--- config.mk ---
export PLATFORM = sky130hd
export DESIGN_NAME = sd_block_loader_flat
export DESIGN_NICKNAME = d
export VERILOG_FILES = /design/src/rtl/sd_block_loader_if.sv /design/src/rtl/sd_block_loader.sv /design/src/flat_wrapper.sv
export SDC_FILE = /design/constraint.sdc
export NUM_CORES = 1
export LEC_CHECK = 0
export ABC_AREA = 1
export CELL_PAD_IN_SITES_DETAIL_PLACEMENT = 1
export CELL_PAD_IN_SITES_GLOBAL_PLACEMENT = 1
export CORE_UTILIZATION = 38
export CTS_CLUSTER_SIZE = 24
export DETAILED_ROUTE_END_ITERATION = 12
export GPL_TIMING_DRIVEN = 0
export PLACE_DENSITY_LB_ADDON = 0.12
export SLEW_MARGIN = 20
export SYNTH_ARGS = -nofsm -noshare
export SYNTH_HDL_FRONTEND = slang
export SYNTH_SLANG_ARGS = --single-unit
--- constraint.sdc ---
create_clock -name clock -period 3.85 [get_ports clock]
set_input_delay 0.5775 -clock clock [delete_from_list [all_inputs] [get_ports clock]]
set_output_delay 0.5775 -clock clock [all_outputs]
set_load 0.03 [all_outputs]
--- src/rtl/sd_block_loader_if.sv ---
// SPI byte-engine handshake plus RAM write request port of the sector loader.
// master = loader side, slave = engine / RAM arbiter side.
interface sd_block_loader_if;
    logic        sd_signal;
    logic [1:0]  sd_cmd;
    logic [7:0]  sd_out;
    logic [7:0]  sd_din;
    logic        sd_busy;
    logic        sd_timeout;
    logic        ram_req;
    logic        ram_ack;
    logic [16:0] ram_address;
    logic [7:0]  ram_data;
    logic        ram_we;

    modport master (
        output sd_signal, sd_cmd, sd_out,
        input  sd_din, sd_busy, sd_timeout,
        output ram_req, ram_address, ram_data, ram_we,
        input  ram_ack
    );

    modport slave (
        input  sd_signal, sd_cmd, sd_out,
        output sd_din, sd_busy, sd_timeout,
        input  ram_req, ram_address, ram_data, ram_we,
        output ram_ack
    );
endinterface

--- src/rtl/sd_block_loader.sv ---
// CMD17 single-sector reader: sequences the SPI byte engine and streams the
// 512 data bytes into RAM through a req/ack write port.
module sd_block_loader #(
    parameter int R1_TRIES    = 8,
    parameter int TOKEN_TRIES = 4096,
    parameter int SDHC        = 1
) (
    input  logic        clock,
    input  logic        reset,
    input  logic        start,
    input  logic [31:0] lba,
    input  logic [16:0] dst_addr,
    output logic        busy,
    output logic        done,
    output logic        error,
    output logic [1:0]  err_code,
    sd_block_loader_if.master bus
);
    typedef enum logic [3:0] {
        S_IDLE, S_CSLOW, S_CMD, S_R1, S_TOKEN, S_DATA, S_RAMWR, S_CRC, S_CSHIGH, S_ABORT
    } state_t;
    typedef enum logic [1:0] {P_ISSUE, P_DEAD, P_WAIT} phase_t;

    state_t      state_q, state_d;
    phase_t      phase_q, phase_d;
    logic [2:0]  step_q, step_d;
    logic [15:0] poll_q, poll_d;
    logic [8:0]  idx_q, idx_d;
    logic [31:0] addr_q, addr_d;
    logic [16:0] dst_q, dst_d;
    logic [7:0]  data_q, data_d;
    logic        req_q, req_d;
    logic        busy_q, busy_d;
    logic        done_q, done_d;
    logic        error_q, error_d;
    logic [1:0]  code_q, code_d;

    logic        op_active, op_done;
    logic [1:0]  cmd_w;
    logic [7:0]  out_w;

    always_ff @(posedge clock or posedge reset) begin
        if (reset) begin
            state_q <= S_IDLE;
            phase_q <= P_ISSUE;
            step_q  <= '0;
            poll_q  <= '0;
            idx_q   <= '0;
            addr_q  <= '0;
            dst_q   <= '0;
            data_q  <= '0;
            req_q   <= 1'b0;
            busy_q  <= 1'b0;
            done_q  <= 1'b0;
            error_q <= 1'b0;
            code_q  <= '0;
        end else begin
            state_q <= state_d;
            phase_q <= phase_d;
            step_q  <= step_d;
            poll_q  <= poll_d;
            idx_q   <= idx_d;
            addr_q  <= addr_d;
            dst_q   <= dst_d;
            data_q  <= data_d;
            req_q   <= req_d;
            busy_q  <= busy_d;
            done_q  <= done_d;
            error_q <= error_d;
            code_q  <= code_d;
        end
    end

    // Every SPI-driving state runs the same issue / dead / wait-for-idle cadence.
    assign op_active = (state_q != S_IDLE) && (state_q != S_RAMWR);
    assign op_done   = op_active && (phase_q == P_WAIT) && !bus.sd_busy;

    always_comb begin
        cmd_w = 2'd1;
        out_w = 8'hFF;
        case (state_q)
            S_CSLOW:  if (step_q == 3'd0) cmd_w = 2'd2;
            S_CSHIGH: if (step_q == 3'd0) cmd_w = 2'd3;
            S_ABORT:  cmd_w = 2'd3;
            S_CMD: begin
                case (step_q)
                    3'd0:    out_w = 8'h51;
                    3'd1:    out_w = addr_q[31:24];
                    3'd2:    out_w = addr_q[23:16];
                    3'd3:    out_w = addr_q[15:8];
                    3'd4:    out_w = addr_q[7:0];
                    default: out_w = 8'hFF;
                endcase
            end
            default: ;
        endcase
    end

    always_comb begin
        state_d = state_q;
        phase_d = phase_q;
        step_d  = step_q;
        poll_d  = poll_q;
        idx_d   = idx_q;
        addr_d  = addr_q;
        dst_d   = dst_q;
        data_d  = data_q;
        req_d   = req_q;
        busy_d  = busy_q;
        done_d  = 1'b0;
        error_d = 1'b0;
        code_d  = code_q;

        if (op_active) begin
            case (phase_q)
                P_ISSUE: phase_d = P_DEAD;
                P_DEAD:  phase_d = P_WAIT;
                default: if (!bus.sd_busy) phase_d = P_ISSUE;
            endcase
        end

        case (state_q)
            S_IDLE: begin
                // done/error still high means we completed this very cycle
                if (start && !done_q && !error_q) begin
                    addr_d  = (SDHC != 0) ? lba : (lba << 9);
                    dst_d   = dst_addr;
                    idx_d   = '0;
                    poll_d  = '0;
                    step_d  = '0;
                    phase_d = P_ISSUE;
                    busy_d  = 1'b1;
                    code_d  = 2'd0;
                    state_d = S_CSLOW;
                end
            end
            S_RAMWR: begin
                if (bus.ram_ack) begin
                    req_d   = 1'b0;
                    idx_d   = idx_q + 9'd1;
                    step_d  = '0;
                    state_d = (idx_q == 9'd511) ? S_CRC : S_DATA;
                end
            end
            default: begin
                if (op_done) begin
                    if (bus.sd_timeout && state_q != S_ABORT) begin
                        state_d = S_ABORT;
                        code_d  = 2'd3;
                    end else begin
                        case (state_q)
                            S_CSLOW: begin
                                step_d = step_q + 3'd1;
                                if (step_q == 3'd1) begin
                                    step_d  = '0;
                                    state_d = S_CMD;
                                end
                            end
                            S_CMD: begin
                                step_d = step_q + 3'd1;
                                if (step_q == 3'd5) begin
                                    poll_d  = '0;
                                    state_d = S_R1;
                                end
                            end
                            S_R1: begin
                                poll_d = poll_q + 16'd1;
                                if (!bus.sd_din[7]) begin
                                    poll_d = '0;
                                    if (bus.sd_din == 8'h00) begin
                                        state_d = S_TOKEN;
                                    end else begin
                                        state_d = S_ABORT;
                                        code_d  = 2'd0;
                                    end
                                end else if (poll_q == 16'(R1_TRIES - 1)) begin
                                    state_d = S_ABORT;
                                    code_d  = 2'd1;
                                end
                            end
                            S_TOKEN: begin
                                poll_d = poll_q + 16'd1;
                                if (bus.sd_din == 8'hFE) begin
                                    state_d = S_DATA;
                                end else if (bus.sd_din[7:5] == 3'b000 ||
                                             poll_q == 16'(TOKEN_TRIES - 1)) begin
                                    state_d = S_ABORT;
                                    code_d  = 2'd2;
                                end
                            end
                            S_DATA: begin
                                data_d  = bus.sd_din;
                                req_d   = 1'b1;
                                state_d = S_RAMWR;
                            end
                            S_CRC: begin
                                step_d = step_q + 3'd1;
                                if (step_q == 3'd1) begin
                                    step_d  = '0;
                                    state_d = S_CSHIGH;
                                end
                            end
                            S_CSHIGH: begin
                                step_d = step_q + 3'd1;
                                if (step_q == 3'd1) begin
                                    state_d = S_IDLE;
                                    done_d  = 1'b1;
                                    busy_d  = 1'b0;
                                end
                            end
                            S_ABORT: begin
                                state_d = S_IDLE;
                                error_d = 1'b1;
                                busy_d  = 1'b0;
                            end
                            default: state_d = S_IDLE;
                        endcase
                    end
                end
            end
        endcase
    end

    assign bus.sd_signal   = op_active && (phase_q == P_ISSUE);
    assign bus.sd_cmd      = bus.sd_signal ? cmd_w : 2'd0;
    assign bus.sd_out      = bus.sd_signal ? out_w : 8'h00;
    assign bus.ram_req     = req_q;
    assign bus.ram_address = dst_q + {8'd0, idx_q};
    assign bus.ram_data    = data_q;
    assign bus.ram_we      = req_q & bus.ram_ack;

    assign busy     = busy_q;
    assign done     = done_q;
    assign error    = error_q;
    assign err_code = code_q;
endmodule
--- src/flat_wrapper.sv ---
// flat-port wrapper written by rule: the top's interface ports become plain ports
module sd_block_loader_flat 
#(
    parameter int R1_TRIES    = 8,
    parameter int TOKEN_TRIES = 4096,
    parameter int SDHC        = 1
)
  (clock, reset, start, lba, dst_addr, busy, done, error, err_code, bus_sd_signal, bus_sd_cmd, bus_sd_out, bus_sd_din, bus_sd_busy, bus_sd_timeout, bus_ram_req, bus_ram_address, bus_ram_data, bus_ram_we, bus_ram_ack);
  sd_block_loader_if bus_i ();
  input  logic clock;
  input  logic reset;
  input  logic start;
  input  logic [31:0] lba;
  input  logic [16:0] dst_addr;
  output logic busy;
  output logic done;
  output logic error;
  output logic [1:0] err_code;
  output wire logic [$bits(bus_i.sd_signal)-1:0] bus_sd_signal;
  output wire logic [$bits(bus_i.sd_cmd)-1:0] bus_sd_cmd;
  output wire logic [$bits(bus_i.sd_out)-1:0] bus_sd_out;
  input wire logic [$bits(bus_i.sd_din)-1:0] bus_sd_din;
  input wire logic [$bits(bus_i.sd_busy)-1:0] bus_sd_busy;
  input wire logic [$bits(bus_i.sd_timeout)-1:0] bus_sd_timeout;
  output wire logic [$bits(bus_i.ram_req)-1:0] bus_ram_req;
  output wire logic [$bits(bus_i.ram_address)-1:0] bus_ram_address;
  output wire logic [$bits(bus_i.ram_data)-1:0] bus_ram_data;
  output wire logic [$bits(bus_i.ram_we)-1:0] bus_ram_we;
  input wire logic [$bits(bus_i.ram_ack)-1:0] bus_ram_ack;
  assign bus_sd_signal = bus_i.sd_signal;
  assign bus_sd_cmd = bus_i.sd_cmd;
  assign bus_sd_out = bus_i.sd_out;
  assign bus_i.sd_din = bus_sd_din;
  assign bus_i.sd_busy = bus_sd_busy;
  assign bus_i.sd_timeout = bus_sd_timeout;
  assign bus_ram_req = bus_i.ram_req;
  assign bus_ram_address = bus_i.ram_address;
  assign bus_ram_data = bus_i.ram_data;
  assign bus_ram_we = bus_i.ram_we;
  assign bus_i.ram_ack = bus_ram_ack;
  sd_block_loader #(.R1_TRIES(R1_TRIES), .TOKEN_TRIES(TOKEN_TRIES), .SDHC(SDHC)) u_core (.clock(clock), .reset(reset), .start(start), .lba(lba), .dst_addr(dst_addr), .busy(busy), .done(done), .error(error), .err_code(err_code), .bus(bus_i));
endmodule
==> flow_summary.ini <==
[run_status]
status = finished clean

[floorplanning]
die_h_um = 127.2
start_util_pct = 39.02
coreArea_sq_um = 15260
rows = 45
dieWidth_um = 127.2
die_area_sq_um = 16170
ioPinCount = 106

[synth]
ys.flop_type = dfrtp_1
ys_seq_area_share_pct = 40.77
syn_avg_cell_area_sq_um = 7.173
async_reset_ff_share_pct = 100.0
syn_inst = 830
synth_cell_types = 42
netlist_area_sq_um = 5953
synthesis.nets = 911
synth_edf_count = 0
ys_warn_count = 0
ys_ff_latch = 97

[detailed_routing]
dr.pass1.iters = 4
routed_wl_mm = 18.11
vias_per_cell = 5.053
drc = 0
route.detailed.wl_per_inst_um = 15.57
drt_first_iter_violations = 226
ant_nets = 0
dr_total_vias = 5877

[clock_network]
clkLatencyLatePin_ns = 0.35
postCtsResizedCells = 0
cts_root_buf = clkbuf_16
cts_tree = yes
postCtsHoldBufs = 0
clock_path_buffers = 2
clock_sinks = 97
h-tree-depth = 3
numCtsBuffers = 9
post-cts-setup-buffers = 0
clk_pin_slew_ns = 0.07

[placed_design]
place_inst = 1147
gp_congestion = 0.8619
hpwl_mm = 13.85
port_buffers = 105

[sta]
setup_violations = 0
slew_headroom_pct = 68.21
hold_viol = 0
whs_ns = 0.4768
period_share_pct = 90.96
clock_skew_ns = 0.005329
worst_pin_slew_ns = 0.4718
maxClockFrequency_ghz = 0.2856
rsz0062_at_grt = no
period_minus_slack_ns = 3.502
slew_violations = 0
final.setup.tns_ns = 0

[critical_path]
crit_family = buffers and inverters
critical_path_required_ns = 3.27
path_buf_inv = 1
worstSetupPathDepth = 10
arrival_ns = 2.92
cp-startpoint = u_core.idx_q[0]
timing.rr.start = u_core.poll_q[1]
path_common_cell = nand2_1
cp-end-kind = output port
cp-start-kind = register
cp_max_fo = 4
ff2ff_path_depth = 12
r2r-end = u_core.state_q[3]
critPathMaxStageDelay_ns = 0.70
path_cells = ha_1 -> fa_1 -> nand3_1 -> nand2_1 -> nand4_1 -> nand2_1 -> nand2_1 -> nand2_1 -> xor2_1 -> clkdlybuf4s50_1
critPathKind = reg -> out
slowest_stage = clkdlybuf4s50_1
r2r_slack_ns = 1.91
endpoint = bus_ram_address[10]

[layout]
diodes = 0
layout_common_cells = nand2_1 (335), clkdlybuf4s50_1 (105), dfrtp_1 (97)
layout-drive-gt1-share_pct = 7.773
syn_to_final_growth_pct = 27.99
final_common_cell = nand2_1
fillers = 1921
fin_cells = 1163
num-nets-final = 1028

[grt]
grt_pass1_wl_mm = 30.17
overflow = 0
grt_max_degree = 76
grt_antenna_before_repair = 0
grt_pass1_vias = 6278
grt_usage_pct = 23.56

[power_and_ir_drop]
powerDensity_nw_per_um2 = 671.0
irDropWorstVdd_mv = 0.3228
power_mw = 5.113
p_leak_nw = 3.890

[min_path]
hp-class = reg -> reg
min_from = u_core.addr_q[20]

[flow_run]
maxCapViolations = 0
layer usage:
metal  track usage [%]  wire [um]
met1             27.99       7847
met2             44.09       9386
met3             2.931        586
met4             7.353        289
met5                 0          0
through the flow:
stage	utilization (%)	area (sq um)	worst slack, ns
4_1_cts	49.94	7620	0.3292
5_1_grt	49.94	7620	0.2289
6_report	49.94	7620	0.3481
2_1_floorplan	-	5953	0.7388
3_3_place_gp	47.63	7268	-0.9426
3_5_place_dp	47.85	7301	0.7373
worst min-delay path by stage:
stage | end | cells past startpoint
global placement | u_core.addr_q[28] | 2
CTS | u_core.addr_q[20] | 2
finish | u_core.addr_q[20] | 2
global route | u_core.addr_q[27] | 2
floorplan | u_core.addr_q[5] | 2
detailed placement | u_core.addr_q[20] | 2
report_power, final:
group	internal (mW)	switching, mW
Sequential	1.33	0.206
Combinational	0.910	1.67
Clock	0.573	0.425
Total	2.81	2.30
worst register-to-register path, delay by kind of cell (launching register included):
family	cells	cell delay, ns
flops	1	0.38
simple gates	10	1.22
fa+ha+maj	1	0.17
buf+inv	1	0.08
flip-flops by register name, indices dropped and copies added (netlist names):
| register | cells |
|---|---|
| u_core.addr_q | 32 |
| u_core.bus.ram_data | 8 |
| u_core.bus.ram_req | 1 |
| u_core.busy | 1 |
| u_core.done | 1 |
| u_core.dst_q | 17 |
| u_core.err_code | 2 |
| u_core.error | 1 |
| u_core.idx_q | 9 |
| u_core.phase_q | 2 |
| u_core.poll_q | 16 |
| u_core.state_q | 4 |
| u_core.step_q | 3 |
cell families after synthesis:
kind of cell    after synthesis  share of synthesized area, %
fa+ha+maj                    18                         3.909
compound gates               98                         9.353
flops                        97                         40.77
xor+xnor                     10                         1.471
simple gates                492                         35.79
mux                           4                        0.7566
buf+inv                     111                         7.945
synthesized netlist by cell type (all sizes together), types with 5 or more instances:
library cell,count,share of area (%)
dfrtp,97,41
nand3,49,4.3
inv,90,5.7
xor2,9,1.3
nand2,348,23
a21oi,31,2.8
buf,17,2.0
nor3,9,0.76
nand4,15,1.6
ha,17,3.6
a221oi,5,0.74
nand3b,5,0.63
nor2,62,5.2
o21ai,51,4.5
cell type report:
type | instances | area (sq um) | area share, %
multi-input combinational | 622 | 3053 | 40.07
sequential | 97 | 2427 | 31.86
timing repair buffer | 106 | 1079 | 14.15
inverter | 92 | 352.8 | 4.631
tap | 211 | 264.0 | 3.465
clock buffer | 10 | 229.0 | 3.005
buffer | 19 | 125.1 | 1.642
clock inverter | 6 | 90.09 | 1.182
(Power assumes the default switching activity.)
